`src/rtl/huffman_pkg.sv`:
```
// Shared constants, FSM state type and helpers for the Huffman encoder/decoder pair.
package huffman_pkg;
  localparam int NUM_SYM = 10;
  localparam int CODE_W  = 9;
  localparam int CNT_W   = 9;
  localparam int SYM_W   = 4;
  localparam int LEN_W   = 4;

  typedef enum logic [1:0] {
    IDLE   = 2'd0,
    DECODE = 2'd1,
    DONE   = 2'd2,
    ERR    = 2'd3
  } hd_state_e;

  // Mask covering the low 'len' bits of a right-aligned code.
  function automatic logic [15:0] len_mask(input logic [LEN_W-1:0] len);
    logic [16:0] m;
    m = (17'd1 << len) - 17'd1;
    return m[15:0];
  endfunction
endpackage

```
`src/rtl/huffman_decoder_if.sv`:
```
// Table-load, bit-stream and result signals of the Huffman decoder.
interface huffman_decoder_if #(
  parameter int CODE_W = huffman_pkg::CODE_W,
  parameter int CNT_W  = huffman_pkg::CNT_W
);
  logic                            tbl_we;
  logic [huffman_pkg::SYM_W-1:0]   tbl_sym;
  logic [CODE_W-1:0]               tbl_code;
  logic [huffman_pkg::LEN_W-1:0]   tbl_len;
  logic                            start;
  logic                            bit_valid;
  logic                            bit_in;
  logic                            stream_end;
  logic [huffman_pkg::SYM_W-1:0]   data_out;
  logic                            data_valid;
  logic [CNT_W-1:0]                sym_count;
  logic                            decode_finish;
  logic                            decode_error;

  modport master (
    output tbl_we, tbl_sym, tbl_code, tbl_len, start, bit_valid, bit_in, stream_end,
    input  data_out, data_valid, sym_count, decode_finish, decode_error
  );
  modport slave (
    input  tbl_we, tbl_sym, tbl_code, tbl_len, start, bit_valid, bit_in, stream_end,
    output data_out, data_valid, sym_count, decode_finish, decode_error
  );
endinterface

```
`src/rtl/huffman_match.sv`:
```
// Parallel compare of a candidate code against every table entry; lowest index wins.
module huffman_match import huffman_pkg::*; #(
  parameter int NUM_SYM = huffman_pkg::NUM_SYM,
  parameter int CODE_W  = huffman_pkg::CODE_W
) (
  input  logic [NUM_SYM-1:0][CODE_W-1:0] code_i,
  input  logic [NUM_SYM-1:0][LEN_W-1:0]  len_i,
  input  logic [CODE_W-1:0]              acc_i,
  input  logic [LEN_W-1:0]               acc_len_i,
  output logic                           hit_o,
  output logic [SYM_W-1:0]               sym_o
);
  logic [NUM_SYM-1:0] lane_hit;
  logic [CODE_W-1:0]  mask;

  assign mask = CODE_W'(len_mask(acc_len_i));

  // Bits above the code length in a table entry are don't-care.
  for (genvar g = 0; g < NUM_SYM; g++) begin : g_lane
    assign lane_hit[g] = (len_i[g] != '0) && (len_i[g] == acc_len_i) &&
                         ((code_i[g] & mask) == (acc_i & mask));
  end

  always_comb begin
    hit_o = |lane_hit;
    sym_o = '0;
    for (int i = NUM_SYM - 1; i >= 0; i--)
      if (lane_hit[i]) sym_o = SYM_W'(i);
  end
endmodule

```
`src/rtl/huffman_decoder.sv`:
```
// Serial Huffman decoder: loadable code table, bit accumulator, session FSM.
module huffman_decoder import huffman_pkg::*; #(
  parameter int NUM_SYM = huffman_pkg::NUM_SYM,
  parameter int CODE_W  = huffman_pkg::CODE_W,
  parameter int CNT_W   = huffman_pkg::CNT_W
) (
  input logic              clk,
  input logic              rst_n,
  huffman_decoder_if.slave bus
);
  logic [NUM_SYM-1:0][CODE_W-1:0] code_q;
  logic [NUM_SYM-1:0][LEN_W-1:0]  len_tbl_q;

  hd_state_e         state_q, state_d;
  // A full CODE_W-bit accumulator never needs storing: it either matches or errors.
  logic [CODE_W-2:0] acc_q, acc_d;
  logic [CODE_W-1:0] acc_nxt;
  logic [LEN_W-1:0]  len_q, len_d, len_nxt, res_len;
  logic [CNT_W-1:0]  cnt_q, cnt_d;
  logic [SYM_W-1:0]  dout_q, dout_d;
  logic              dv_q, dv_d;
  logic              hit;
  logic [SYM_W-1:0]  hit_sym;
  logic              tbl_wr_ok;

  assign acc_nxt   = {acc_q, bus.bit_in};
  assign len_nxt   = len_q + 1'b1;
  assign tbl_wr_ok = bus.tbl_we && (state_q != DECODE);

  huffman_match #(.NUM_SYM(NUM_SYM), .CODE_W(CODE_W)) u_match (
    .code_i    (code_q),
    .len_i     (len_tbl_q),
    .acc_i     (acc_nxt),
    .acc_len_i (len_nxt),
    .hit_o     (hit),
    .sym_o     (hit_sym)
  );

  // Out-of-range symbol indices simply match no lane.
  for (genvar g = 0; g < NUM_SYM; g++) begin : g_tbl
    always_ff @(posedge clk or negedge rst_n) begin
      if (!rst_n) begin
        code_q[g]    <= '0;
        len_tbl_q[g] <= '0;
      end else if (tbl_wr_ok && (bus.tbl_sym == SYM_W'(g))) begin
        code_q[g]    <= bus.tbl_code;
        len_tbl_q[g] <= bus.tbl_len;
      end
    end
  end

  always_ff @(posedge clk or negedge rst_n) begin
    if (!rst_n) begin
      state_q <= IDLE;
      acc_q   <= '0;
      len_q   <= '0;
      cnt_q   <= '0;
      dout_q  <= '0;
      dv_q    <= 1'b0;
    end else begin
      state_q <= state_d;
      acc_q   <= acc_d;
      len_q   <= len_d;
      cnt_q   <= cnt_d;
      dout_q  <= dout_d;
      dv_q    <= dv_d;
    end
  end

  always_comb begin
    state_d = state_q;
    acc_d   = acc_q;
    len_d   = len_q;
    cnt_d   = cnt_q;
    dout_d  = dout_q;
    dv_d    = 1'b0;
    res_len = len_q;
    if (bus.start) begin
      state_d = DECODE;
      acc_d   = '0;
      len_d   = '0;
      cnt_d   = '0;
    end else if (state_q == DECODE) begin
      if (bus.bit_valid) begin
        if (hit) begin
          dv_d    = 1'b1;
          dout_d  = hit_sym;
          acc_d   = '0;
          len_d   = '0;
          res_len = '0;
          if (cnt_q != '1) cnt_d = cnt_q + 1'b1;
        end else begin
          acc_d   = acc_nxt[CODE_W-2:0];
          len_d   = len_nxt;
          res_len = len_nxt;
          if (len_nxt == LEN_W'(CODE_W)) state_d = ERR;
        end
      end
      // The same-cycle bit has been folded into res_len before the end rules apply.
      if (bus.stream_end && (state_d == DECODE))
        state_d = (res_len == '0) ? DONE : ERR;
    end
  end

  assign bus.data_out      = dout_q;
  assign bus.data_valid    = dv_q;
  assign bus.sym_count     = cnt_q;
  assign bus.decode_finish = (state_q == DONE);
  assign bus.decode_error  = (state_q == ERR);
endmodule

```
`src/flat_wrapper.sv`:
```
// flat-port wrapper written by rule: the top's interface ports become plain ports
module huffman_decoder_flat import huffman_pkg::*;
#(
  parameter int NUM_SYM = huffman_pkg::NUM_SYM,
  parameter int CODE_W  = huffman_pkg::CODE_W,
  parameter int CNT_W   = huffman_pkg::CNT_W
)
  (clk, rst_n, bus_tbl_we, bus_tbl_sym, bus_tbl_code, bus_tbl_len, bus_start, bus_bit_valid, bus_bit_in, bus_stream_end, bus_data_out, bus_data_valid, bus_sym_count, bus_decode_finish, bus_decode_error);
  huffman_decoder_if #(.CODE_W(CODE_W), .CNT_W(CNT_W)) bus_i ();
  input logic clk;
  input logic rst_n;
  input wire logic [$bits(bus_i.tbl_we)-1:0] bus_tbl_we;
  input wire logic [$bits(bus_i.tbl_sym)-1:0] bus_tbl_sym;
  input wire logic [$bits(bus_i.tbl_code)-1:0] bus_tbl_code;
  input wire logic [$bits(bus_i.tbl_len)-1:0] bus_tbl_len;
  input wire logic [$bits(bus_i.start)-1:0] bus_start;
  input wire logic [$bits(bus_i.bit_valid)-1:0] bus_bit_valid;
  input wire logic [$bits(bus_i.bit_in)-1:0] bus_bit_in;
  input wire logic [$bits(bus_i.stream_end)-1:0] bus_stream_end;
  output wire logic [$bits(bus_i.data_out)-1:0] bus_data_out;
  output wire logic [$bits(bus_i.data_valid)-1:0] bus_data_valid;
  output wire logic [$bits(bus_i.sym_count)-1:0] bus_sym_count;
  output wire logic [$bits(bus_i.decode_finish)-1:0] bus_decode_finish;
  output wire logic [$bits(bus_i.decode_error)-1:0] bus_decode_error;
  assign bus_i.tbl_we = bus_tbl_we;
  assign bus_i.tbl_sym = bus_tbl_sym;
  assign bus_i.tbl_code = bus_tbl_code;
  assign bus_i.tbl_len = bus_tbl_len;
  assign bus_i.start = bus_start;
  assign bus_i.bit_valid = bus_bit_valid;
  assign bus_i.bit_in = bus_bit_in;
  assign bus_i.stream_end = bus_stream_end;
  assign bus_data_out = bus_i.data_out;
  assign bus_data_valid = bus_i.data_valid;
  assign bus_sym_count = bus_i.sym_count;
  assign bus_decode_finish = bus_i.decode_finish;
  assign bus_decode_error = bus_i.decode_error;
  huffman_decoder #(.NUM_SYM(NUM_SYM), .CODE_W(CODE_W), .CNT_W(CNT_W)) u_core (.clk(clk), .rst_n(rst_n), .bus(bus_i));
endmodule
```
`config.mk`:
```
export PLATFORM = sky130hd
export DESIGN_NAME = huffman_decoder_flat
export DESIGN_NICKNAME = d
export VERILOG_FILES = /design/src/rtl/huffman_pkg.sv /design/src/rtl/huffman_decoder_if.sv /design/src/rtl/huffman_match.sv /design/src/rtl/huffman_decoder.sv /design/src/flat_wrapper.sv
export SDC_FILE = /design/constraint.sdc
export NUM_CORES = 1
export LEC_CHECK = 0
export BUFFER_PORTS_ARGS = -buffer_cell sky130_fd_sc_hd__buf_4
export CORE_AREA = 2 2 138 140
export DETAILED_ROUTE_END_ITERATION = 10
export DIE_AREA = 0 0 140 142
export PLACE_DENSITY = 0.67
export SLEW_MARGIN = 5
export SYNTH_ARGS = -nofsm -noshare
export SYNTH_HDL_FRONTEND = slang
export SYNTH_SLANG_ARGS = --single-unit
```
`constraint.sdc`:
```
create_clock -name clk -period 6.95 [get_ports clk]
set_input_delay 1.39 -clock clk [delete_from_list [all_inputs] [get_ports clk]]
set_output_delay 1.39 -clock clk [all_outputs]
set_load 0.03 [all_outputs]
```
# [Word level (Yosys, flattened, before mapping)]
# Cells that the tools add are included.
[classes] n_addsub=3 n_eq_ne=36 n_shift=1 n_mux=37 bitwise_logic=12 reduce_logical=52
[ops] cell="$and 9x9->9" count=11
[ops] cell="$eq 9x9->1" count=10
[ops] cell="$mux 4" count=15
[ops] cell="$mux 9" count=5
[ops] cell="$eq 4x4->1" count=10
[ops] cell="$reduce_bool 4->1" count=10
[ops] cell="$logic_and 1x1->1" count=32
[ops] cell="$mux 8" count=4
[ops] cell="$eq 4x3->1 const B" count=4
[ops] cell="$mux 2" count=8
[ops] cell="$eq 4x4->1 const B" count=3
[ops] cell="$reduce_or 10->1" count=1
[ops] cell="$add 9x1->9 const B" count=1
[ops] cell="$ne 9x9->1 const B" count=1
[ops] cell="$shl 1x4->9 const A" count=1
[ops] cell="$sub 9x1->9 const B" count=1
[ops] cell="$eq 4x2->1 const B" count=2
[ops] cell="$logic_not 4->1" count=2
[ops] cell="$reduce_and 4->1" count=2
[ops] cell="$reduce_bool 2->1" count=4
[ops] cell="$mux 1" count=5
[ops] cell="$add 4x1->4 const B" count=1
[ops] cell="$eq 2x1->1 const B" count=2
[ops] cell="$eq 2x2->1 const B" count=2
[ops] cell="4 further kinds" count=4
[totals] regBits=158 in_bits=24 output_inout_bits=16

# [Longest topological paths before layout]
# Gate-level depths: netlist of the first run.
[depth] ltp_word=16 ltp_mapped=18 depth_no_buf=16

# [Hierarchy]
# Synthesis of the first run repeated with hierarchy kept, for this count alone.
[unflattened] cells_unflattened=753 hier_area_um2=8528.2
[by_module_without_submodules] module="huffman_decoder" instances=1 cells_per_inst=426 area_per_inst_um2=6256.0 seq_area_each_um2=3953.8
[by_module_without_submodules] module="huffman_match" instances=1 cells_per_inst=327 area_per_inst_um2=2272.2 seq_area_each_um2=0.0

# [Worst setup path before layout of the first run]
# OpenSTA, ideal clock, no wires.
[synth_path] kind="register -> register" start="register u_core.len_q[1]" end="register u_core.dout_q[1], in the netlist u_core.bus.data_out[1]" arrival_time_ps=3927 required_ps=6822 path_slack_ps=2896 path_stages_with_launch=19 path_buffers=3 cell_sequence="dfrtp_1 -> ha_1 -> buf_2 -> nor3_1 -> a41o_2 -> and2_1 -> buf_2 -> inv_1 -> ha_1 -> buf_1 -> o211ai_1 -> a221oi_1 -> o211ai_1 -> a2111oi_2 -> o2111ai_2 -> nand4_4 -> nor3_4 -> nor3_4 -> mux2_1"
[synth_between] elab_chain_len=15 word_cells_on_any_way=65
[synth_lines] item="from (decl)" line_no="huffman_decoder.sv:18" text="logic [LEN_W-1:0] len_q, len_d, len_nxt, res_len;"
[synth_lines] item="from (signal assigned)" line_no="huffman_decoder.sv:63" text="len_q <= len_d;"
[synth_lines] item="$add 4x1->4 (*)" line_no="huffman_decoder.sv:27" text="assign len_nxt = len_q + 1'b1;"
[synth_lines] item="$shl 1x4->9" line_no="huffman_pkg.sv:19" text="m = (17'd1 << len) - 17'd1;"
[synth_lines] item="$sub 9x1->9" line_no="huffman_pkg.sv:19"
[synth_lines] item="$and 9x9->9" line_no="huffman_match.sv:21" text="((code_i[g] & mask) == (acc_i & mask));"
[synth_lines] item="$eq 9x9->1" line_no="huffman_match.sv:21"
[synth_lines] item="$logic_and 1x1->1" line_no="huffman_match.sv:20" text="assign lane_hit[g] = (len_i[g] != '0) && (len_i[g] == acc_len_i) &&"
[synth_lines] item="$mux 4 (9 in a row)" line_no="huffman_match.sv:28" text="if (lane_hit[i]) sym_o = SYM_W'(i);"
[synth_lines] item="to (signal assigned)" line_no="huffman_decoder.sv:65" text="dout_q <= dout_d;"
[synth_lines] item="to (decl)" line_no="huffman_decoder.sv:20" text="logic [SYM_W-1:0] dout_q, dout_d;"
# Every way passes the cells marked *; elsewhere a longest branch is shown, timed or not.
# A chain may end at the register's enable or synchronous reset.

# [Worst setup path after layout of the first run]
[layout_path] start="register u_core.len_q[0]" end="register u_core.acc_q[7]"
[layout_between] elab_chain_len=11 word_cells_on_any_way=59
[layout_lines] item="$add 4x1->4 (*)" line_no="huffman_decoder.sv:27"
[layout_lines] item="$shl 1x4->9" line_no="huffman_pkg.sv:19"
[layout_lines] item="$sub 9x1->9" line_no="huffman_pkg.sv:19"
[layout_lines] item="$and 9x9->9" line_no="huffman_match.sv:21"
[layout_lines] item="$eq 9x9->1" line_no="huffman_match.sv:21"
[layout_lines] item="$logic_and 1x1->1" line_no="huffman_match.sv:20"
[layout_lines] item="$reduce_or 10->1 (*)" line_no="huffman_match.sv:25" text="hit_o = |lane_hit;"
[layout_lines] item="$mux 8 (*)" line_no="huffman_decoder.sv:85" text="if (hit) begin"
[layout_lines] item="$mux 8 (*)" line_no="huffman_decoder.sv:84" text="if (bus.bit_valid) begin"
[layout_lines] item="$mux 8 (*)" line_no="huffman_decoder.sv:83" text="end else if (state_q == DECODE) begin"
[layout_lines] item="$mux 8 (*)" line_no="huffman_decoder.sv:78" text="if (bus.start) begin"
[layout_lines] item="to (signal assigned)" line_no="huffman_decoder.sv:55" text="acc_q <= '0;"
[layout_lines] item="to (signal assigned)" line_no="huffman_decoder.sv:62" text="acc_q <= acc_d;"
[layout_lines] item="to (decl)" line_no="huffman_decoder.sv:16" text="logic [CODE_W-2:0] acc_q, acc_d;"
# Every way passes the cells marked *; elsewhere a longest branch is shown, timed or not. The select of a mux whose other input is x is not followed.

==> results.rst, run 1 <==
.. list-table::
   :header-rows: 1

   * - Metric
     - Value
   * - Status
     - finished, violations left
   * - Violations in the final reports
     - design-rule violations
   * - Die span in y
     - 142 um
   * - Number of vias per cell
     - 6.33
   * - CTS tree
     - done
   * - Slowest-stage cell, CP
     - sky130_fd_sc_hd__dfrtp_1
   * - EDFF count, synth
     - 0
   * - CTS root buf
     - sky130_fd_sc_hd__clkbuf_16
   * - GRT Resource Usage Total
     - 0.257
   * - Worst-case hold slack
     - 0.491 ns
   * - Via count
     - around 6,700
   * - Largest area contributor in the synthesized netlist
     - sky130_fd_sc_hd__dfrtp_1
   * - Start point of the critical path
     - u_core.len_q[0]$_DFFE_PN0P_
   * - Cell area after layout
     - slightly above 10,000 um2
   * - Highest achievable clock rate
     - ~180 MHz
   * - WL per Instance
     - 23.7 um
   * - Most common cell on crit path
     - sky130_fd_sc_hd__ha_1
   * - Sum of net half-perimeters after detailed placement
     - 17.6 mm
   * - Register bit count reported by yosys
     - 158
   * - Inserted Clock Buffers
     - 17
   * - Worst-case vdd ir drop
     - 192 uV
   * - Cell-by-cell trace of the critical path
     - ha_1, nor3_1, a41o_2, and2_1, inv_1, ha_1, o41ai_2, a211oi_2, a21boi_4, o21ai_0, o2111ai_2, nand4_2, nor3_4, nor3b_4, a22o_1
   * - Kind of critical path
     - reg2reg
   * - Hold buffers post-CTS
     - 0
   * - Post-cts sizing count
     - 0
   * - Slowest stage delay, CP
     - 0.90 ns
   * - Sort of element at the start of the critical path
     - flip-flop
   * - Quantity of I/O buffers inserted on ports
     - 39
   * - Power density over the cells
     - 395 nW/um2
   * - Period utilization
     - 0.790
   * - Count of inserted antenna diode cells
     - 0
   * - Data arrival at the endpoint of the critical path
     - just under 6 ns
   * - Final-report max-slew violation count
     - 0
   * - Register area
     - 3950 um2
   * - Initial antenna violation count
     - 0
   * - R2R Path Start
     - u_core.len_q[0]$_DFFE_PN0P_
   * - Worst Max-Slew Pin Slew
     - roughly 1.1 ns
   * - Die extent in x
     - 140 um
   * - Number of global-route vias before repair
     - around 6,500
   * - Critical hold path startpoint
     - u_core.bus.data_out[2]$_DFFE_PN0P_
   * - Final setup violation count
     - 0
   * - Net count after synthesis
     - 826
   * - Tot Pwr
     - slightly above 4000 uW
   * - Final count of hold timing violations
     - 0
   * - Post-synthesis average cell area
     - 11.4 um2
   * - Number of filler cells placed in the layout
     - 1,549
   * - Number of buffers on the longest clock path
     - 2
   * - Core Area
     - between 15,000 and 20,000 um2
   * - Classification of the worst-slack hold path
     - reg2reg
   * - Worst Skew
     - 0.0105 ns
   * - Cell types with the largest area share after synthesis
     - sky130_fd_sc_hd__dfrtp_1 (44%), sky130_fd_sc_hd__mux2_2 (16%), sky130_fd_sc_hd__xnor2_1 (7.5%)
   * - Die outline area
     - 19,900 um2
   * - Synthesis warning total
     - 0
   * - Fraction of final layout cells with drive strength greater than 1
     - 0.310
   * - Layout-stage area growth over the synthesis result
     - 12.3%
   * - Required time reported for the critical path endpoint
     - 7.31 ns
   * - Setup fix buffers added after clock tree synthesis
     - 0
   * - First-pass DRT Iterations
     - 9
   * - Initial DRC count
     - approximately 680
   * - Ports
     - 40
   * - Post-Synthesis Cell Area
     - 9070 um2
   * - Minimum clock period after layout
     - about 5.5 ns
   * - Mapped Cells
     - 794
   * - Insertion delay of the later-clocked pin in the worst-skew pair
     - 0.44 ns
   * - Initial standard-cell utilization of the core
     - 0.492
   * - Critical path peak fanout
     - 20
   * - Multi-input logic area
     - between 4000 and 5000 um2
   * - Top cell type's share of synthesized area
     - 0.436
   * - Distinct cell type count after synthesis
     - 81
   * - Number of routed nets with antenna violations
     - 0
   * - Summed negative setup slack over all endpoints
     - 0 ns
   * - Overall overflow remaining after global route
     - 0
   * - Number of violations of the max-capacitance limit
     - 0
   * - Total Nets Final
     - 839
   * - DRC
     - 2
   * - P_leak
     - 0.00442 uW
   * - Std-Cell Rows
     - 50
   * - Largest net degree at the start of global routing
     - 85
   * - Aggregate routed wire length
     - 24.9 mm
   * - TritonCTS sink count
     - between 150 and 200
   * - Area after detailed placement
     - 9520 um2
   * - Async set-reset flop share out of synthesis
     - 1.00
   * - Sequential element share of the synthesized area
     - 0.436
   * - First-pass GRT wire length
     - 38.7 mm
   * - Worst-path clk slew
     - ~0.060 ns
   * - Unrepaired setup endpoints after global routing
     - false
   * - Top flip-flop cell by instance count after synthesis
     - sky130_fd_sc_hd__dfrtp_1
   * - Total number of H-tree levels
     - 4
   * - Relative slew slack
     - 0.269
   * - Critical path endpoint category
     - flip-flop
   * - Routability cong.
     - 0.938
[per-stage QoR]
step                      setup WS (ns)   util  instances
after floorplan                    2.90      -        794
after global placement             1.81  0.516       1022
after detailed placement           1.61  0.516       1022
after CTS                          1.57  0.552       1053
after global routing               1.16  0.552       1053
final                              1.46  0.552       1053
[kinds of logic after synthesis]
kind of cell | synth area share
xor gates and xnor gates | 0.124
adders and majority gates | 0.0110
muxes | 0.168
DFF | 0.436
buffers and inverters | 0.0325
AOI/OAI and AO/OA | 0.121
and+or+nand+nor | 0.108
[power breakdown]
group | switching (uW) | internal [uW] | leakage (uW)
clock | 393 | 684 | 0.000323
sequential | 262 | 1210 | 0.00206
combinational | 814 | 666 | 0.00203
total | 1470 | 2560 | 0.00442
[area by class of cell]
type,count,share of cell area
Clock buffer,18,0.0431
Clock inverter,13,0.0231
Inverter,10,0.00368
Multi-Input combinational cell,570,0.476
Sequential cell,158,0.388
Tap cell,234,0.0287
Timing Repair Buffer,50,0.0372
[worst max-delay path: cells and delay by family, from the launching register on]
kind                     cells  cell delay [ns]
flip-flops                   1             0.90
AND/OR/NAND/NOR              5             1.72
buffers and inverters        1             0.11
AO/OA/AOI/OAI                7             1.75
adder cells (fa/ha/maj)      2             0.94
[state kept, by name, indices dropped and copies added, names as in the netlist]
register	cells
u_core.state_q	2
u_core.len_q	4
u_core.bus.sym_count	9
u_core.bus.data_out	4
u_core.bus.data_valid	1
u_core.acc_q	8
u_core.len_tbl_q	40
u_core.code_q	90
[routing by layer]
metal  routed length (um)  track usage  up-vias  share of wire
met5                    0            0        -              0
met4                  714       0.0909        0          0.029
met1                11100        0.356     3439           0.45
li1                     -            -     2911              -
met2                11500        0.401      267           0.46
met3                 1630       0.0579       48          0.065
[Yosys cell counts (all sizes together), types with 4 or more instances]
master,count
dfrtp,158
mux2,132
xnor2,80
xor2,46
nor3,37
nand2,36
buf,35
nor2,26
o21ai,22
clkbuf,21
a21oi,15
nand3,12
nor3b,11
o221ai,11
o211ai,10
a2111oi,9
a22o,9
inv,9
o22ai,9
a211oi,8
ha,8
o2111ai,8
nand2b,6
or3,6
and3,5
nand4,5
nor2b,5
nor4,5
mux2i,4
[cells in the final DEF (no fill, tap or decap), types with 3 or more instances in the layout]
cell                        instances
sky130_fd_sc_hd__nor2b_1            5
sky130_fd_sc_hd__a22o_1             9
sky130_fd_sc_hd__dfrtp_1          158
sky130_fd_sc_hd__a31oi_1            3
sky130_fd_sc_hd__o22ai_1            9
sky130_fd_sc_hd__and3_1             4
sky130_fd_sc_hd__nor3_1            31
sky130_fd_sc_hd__nand2_1           35
sky130_fd_sc_hd__xor2_1            45
sky130_fd_sc_hd__inv_6              3
sky130_fd_sc_hd__nor3_4             3
sky130_fd_sc_hd__inv_1              8
sky130_fd_sc_hd__ha_1               8
sky130_fd_sc_hd__a211oi_1           7
sky130_fd_sc_hd__nand3_1           11
sky130_fd_sc_hd__xnor2_1           78
sky130_fd_sc_hd__or3_1              6
sky130_fd_sc_hd__bufinv_16          6
sky130_fd_sc_hd__nor3_2             3
sky130_fd_sc_hd__nor4_1             4
sky130_fd_sc_hd__nand4_1            3
sky130_fd_sc_hd__and2_1             3
sky130_fd_sc_hd__buf_4             49
sky130_fd_sc_hd__o211ai_1          10
sky130_fd_sc_hd__o21ai_1            5
sky130_fd_sc_hd__nand2b_1           5
sky130_fd_sc_hd__clkbuf_16         17
sky130_fd_sc_hd__nor2_1            25
sky130_fd_sc_hd__mux2_1             3
sky130_fd_sc_hd__o221ai_1          11
sky130_fd_sc_hd__o2111ai_2          8
sky130_fd_sc_hd__a2111oi_0          7
sky130_fd_sc_hd__mux2i_1            4
sky130_fd_sc_hd__mux2_2           129
sky130_fd_sc_hd__nor3b_1            9
sky130_fd_sc_hd__a21oi_1           14
sky130_fd_sc_hd__nand3b_1           3
sky130_fd_sc_hd__o21ai_0           17
[path summary, 6_finish.rpt]
check / to / slack, ns / cells past startpoint
hold / removal: u_core.bus.data_out[2]$_DFFE_PN0P_ / 0.49 / 1
max in group asynchronous: u_core.code_q[58]$_DFFE_PN0P_ / 4.41 / 2
setup / recovery: u_core.acc_q[7]$_DFFE_PN0P_ / 1.46 / 15
hold reg to reg: u_core.bus.data_out[2]$_DFFE_PN0P_ / 0.49 / 1
setup reg to reg: u_core.acc_q[7]$_DFFE_PN0P_ / 1.46 / 15
min in group asynchronous: u_core.code_q[37]$_DFFE_PN0P_ / 1.03 / 1
(Power assumes the default switching activity.)
==> inputs of run 2 (changes only) <==
==> constraint.sdc (replaced) <==
create_clock -name clk -period 5.22 [get_ports clk]
set_input_delay 1.044 -clock clk [delete_from_list [all_inputs] [get_ports clk]]
set_output_delay 1.044 -clock clk [all_outputs]
set_load 0.03 [all_outputs]
==> run 2 against run 1 <==
The flow now finishes without violations. Global-route usage shrank 1.1 points. Worst hold slack better by 0.0018 ns. Critical path type unchanged. Sequential share of layout area about the same. Core utilization about the same. First-iteration DRC count is 35% lower. Maximum frequency is 18% higher. Count of clock-buffer cells in the layout is 2 higher. Via count fell by 2.2%. Critical path depth did not move. Cell count grew 0.57%. Register-to-register slack got worse by 0.88 ns. Worst setup slack got worse by 0.88 ns. Critical endpoint is now u_core.bus.data_out[1]$_DFFE_PN0P_.
==> results.rst, run 2 (synthesized netlist as in run 1, its figures left out) <==
.. list-table::
   :header-rows: 1

   * - Metric
     - Value
   * - Die outline area
     - 19,900 um2 (unchanged)
   * - Number of buffer and inverter instances along the worst setup path
     - 2 (+1)
   * - Number of vias per cell
     - 6.16 (-2.7%)
   * - P_leak
     - 0.00443 uW (+0.24%)
   * - Slowest stage delay, CP
     - 0.53 ns (-0.37 ns)
   * - Layout-stage area growth over the synthesis result
     - 12.3% (about the same)
   * - Sum of net half-perimeters after detailed placement
     - 16.6 mm (-5.8%)
   * - Number of buffers on the longest clock path
     - 2 (unchanged)
   * - CTS root buf
     - sky130_fd_sc_hd__clkbuf_16
   * - CTS tree
     - done
   * - Max FFs per register
     - 90 (unchanged)
   * - Routed length on met2
     - 11.5 mm (+0.22%)
   * - Worst-path clk slew
     - 0.07 ns (about the same)
   * - Relative slew slack
     - 0.368 (+0.0991)
   * - Setup fix buffers added after clock tree synthesis
     - 0 (unchanged)
   * - Std-Cell Rows
     - 50 (unchanged)
   * - Number of violations of the max-capacitance limit
     - 0 (unchanged)
   * - Number of global-route vias before repair
     - 6,599 (+0.96%)
   * - Largest net degree at the start of global routing
     - 73 (-14%)
   * - WL per Instance
     - 22.4 um (-5.6%)
   * - Crit-path leading delay family
     - simple AND/OR/NAND/NOR gates
   * - Power density over the cells
     - 514 nW/um2 (+30%)
   * - Worst Max-Slew Pin Slew
     - 0.945 ns (-0.148 ns)
   * - Worst min-delay path endpoint
     - u_core.bus.data_out[2]$_DFFE_PN0P_
   * - Cell area after layout
     - 10,200 um2 (about the same)
   * - Sort of element at the start of the critical path
     - flip-flop
   * - Part of the power in registers
     - 0.366 (about the same)
   * - Register-to-register setup slack
     - 0.58 ns (-0.88 ns)
   * - Inserted Clock Buffers
     - 17 (unchanged)
   * - Initial standard-cell utilization of the core
     - 0.492 (unchanged)
   * - Initial DRC count
     - 445 (-35%)
   * - Highest achievable clock rate
     - 216 MHz (+18%)
   * - Critical path peak fanout
     - 17 (-15%)
   * - Initial antenna violation count
     - 0 (unchanged)
   * - Summed negative setup slack over all endpoints
     - 0 ns (unchanged)
   * - Kind of critical path
     - reg2reg
   * - Internal Power
     - 3330 uW (+30%)
   * - Number of filler cells placed in the layout
     - 1,557 (+0.52%)
   * - Quantity of I/O buffers inserted on ports
     - 39 (unchanged)
   * - FF-to-FF End
     - u_core.bus.data_out[1]$_DFFE_PN0P_
   * - DRC
     - 0 (-2)
   * - Switching component of the power
     - 1910 uW (+30%)
   * - Post-cts sizing count
     - 0 (unchanged)
   * - Total Nets Final
     - 844 (+0.60%)
   * - Period utilization
     - 0.888 (+0.0983)
   * - Share of total power in combinational logic
     - 0.375 (+0.007)
   * - GRT Resource Usage Total
     - 0.246 (-0.0111)
   * - Final-report max-slew violation count
     - 0 (unchanged)
   * - Hold depth
     - 1 (unchanged)
   * - R2R Path Start
     - u_core.len_q[1]$_DFFE_PN0P_
   * - Data arrival at the endpoint of the critical path
     - 4.95 ns (-0.90 ns)
   * - Register area
     - 3950 um2 (unchanged)
   * - Insertion delay of the later-clocked pin in the worst-skew pair
     - 0.44 ns (about the same)
   * - Final count of hold timing violations
     - 0 (unchanged)
   * - Slowest-stage cell, CP
     - sky130_fd_sc_hd__ha_1
   * - Classification of the worst-slack hold path
     - reg2reg
   * - Most frequent standard cell in the layout excluding fill and tap cells
     - sky130_fd_sc_hd__dfrtp_1
   * - Count of inserted antenna diode cells
     - 0 (unchanged)
   * - Critical path endpoint category
     - flip-flop
   * - Area after detailed placement
     - 9550 um2 (+0.37%)
   * - Minimum clock period after layout
     - 4.64 ns (-0.854 ns)
   * - Critical hold path startpoint
     - u_core.bus.data_out[2]$_DFFE_PN0P_
   * - First-pass DRT Iterations
     - 7 (-2)
   * - Die span in y
     - 142 um (unchanged)
   * - Die extent in x
     - 140 um (unchanged)
   * - Worst-case vdd ir drop
     - 263 uV (+37%)
   * - Register containing the most flip-flops in the final layout
     - u_core.code_q
   * - Ports
     - 40 (unchanged)
   * - Final setup violation count
     - 0 (unchanged)
   * - Aggregate routed wire length
     - 23.7 mm (-5.0%)
   * - Depth of the worst register-to-register path
     - 15 (unchanged)
   * - Unrepaired setup endpoints after global routing
     - false
   * - Multi-input logic area
     - 4850 um2 (about the same)
   * - Required time reported for the critical path endpoint
     - 5.53 ns (-1.78 ns)
   * - TritonCTS sink count
     - 158 (unchanged)
   * - Overall overflow remaining after global route
     - 0 (unchanged)
   * - Via count
     - 6,521 (-2.2%)
   * - Routability cong.
     - 0.897 (-4.4%)
   * - Most used cells in the layout excluding fill and tap cells
     - sky130_fd_sc_hd__dfrtp_1 (158), sky130_fd_sc_hd__mux2_2 (129), sky130_fd_sc_hd__xnor2_1 (78)
   * - Fraction of final layout cells with drive strength greater than 1
     - 0.313 (+0.00259)
   * - Total number of H-tree levels
     - 4 (unchanged)
   * - First-pass GRT wire length
     - 37.4 mm (-3.4%)
   * - Worst Skew
     - 0.0115 ns (+0.00102 ns)
   * - Core Area
     - 18,500 um2 (unchanged)
   * - Hold buffers post-CTS
     - 0 (unchanged)
   * - Routed length on met1
     - 10.3 mm (-7.0%)
   * - Number of routed nets with antenna violations
     - 0 (unchanged)
   * - Status
     - complete, no violations
   * - Switching Share
     - 0.365 (about the same)
   * - Cell-by-cell trace of the critical path
     - ha_1, buf_4, nor3_1, a41o_2, and2_1, inv_1, ha_1, nor2_1, nor4_1, o221ai_1, a2111o_1, o21bai_4, nor3_4, nor3_4, mux2_1
   * - Max layer used
     - met4
   * - Wire length on met3
     - 1.10 mm (-33%)
   * - Share of power burned in the clock network
     - 0.259 (-0.009)
-- run 2: changes by cell type in the layout (fill, tap and decap cells not counted) --
cell | previous run | this run
sky130_fd_sc_hd__buf_4 | 49 | 54
sky130_fd_sc_hd__bufinv_16 | 6 | 4
sky130_fd_sc_hd__clkinv_4 | 1 | 3
sky130_fd_sc_hd__clkbuf_1 | 0 | 1
sky130_fd_sc_hd__clkbuf_8 | 1 | 2
sky130_fd_sc_hd__inv_6 | 3 | 2
sky130_fd_sc_hd__nor2_1 | 25 | 26
sky130_fd_sc_hd__nor2_2 | 1 | 0
-- run 2: how the worst max path moves through the flow --
stage	from	end	cells past startpoint
after floorplan	u_core.len_q[1]$_DFFE_PN0P_	u_core.bus.data_out[1]$_DFFE_PN0P_	18
after global placement	u_core.len_q[1]$_DFFE_PN0P_	u_core.bus.data_out[1]$_DFFE_PN0P_	15
after detailed placement	u_core.len_q[1]$_DFFE_PN0P_	u_core.bus.data_out[1]$_DFFE_PN0P_	16
after CTS	u_core.len_q[1]$_DFFE_PN0P_	u_core.bus.data_out[1]$_DFFE_PN0P_	16
after global routing	u_core.len_q[1]$_DFFE_PN0P_	u_core.acc_q[2]$_DFFE_PN0P_	16
final	u_core.len_q[1]$_DFFE_PN0P_	u_core.bus.data_out[1]$_DFFE_PN0P_	15
-- run 2: layout make-up --
class / instances / area share
multi-input combinational: 570 / 0.476
clock buffer: 20 / 0.0448
inverter: 10 / 0.00368
sequential: 158 / 0.388
timing repair buffer: 55 / 0.0409
tap: 234 / 0.0287
clock inverter: 12 / 0.0180
-- run 2: through the flow --
step	setup slack (ns)	power, uW	hold WS [ns]	instances	util
after floorplan	1.17	3340	0.489	794	-
after global placement	0.742	3820	0.478	1027	0.518
after detailed placement	0.665	3880	0.486	1027	0.518
after CTS	0.642	5240	0.500	1059	0.552
after global routing	0.267	5510	0.511	1059	0.552
final	0.583	5240	0.493	1059	0.552
-- run 2: layer usage --
layer | vias to the layer above | GRT usage
li1 | 2917 | -
met1 | 3324 | 0.321
met2 | 228 | 0.405
met3 | 52 | 0.0444
met4 | 0 | 0.110
met5 | - | 0
-- run 2: power by group through the flow --
stage                     Clock, uW  Combinational (uW)  Sequential (uW)
after floorplan                   0                1470             1870
after global placement            0                1900             1920
after detailed placement          0                1940             1940
after CTS                      1370                1960             1920
after global routing           1420                2120             1970
final                          1360                1970             1920
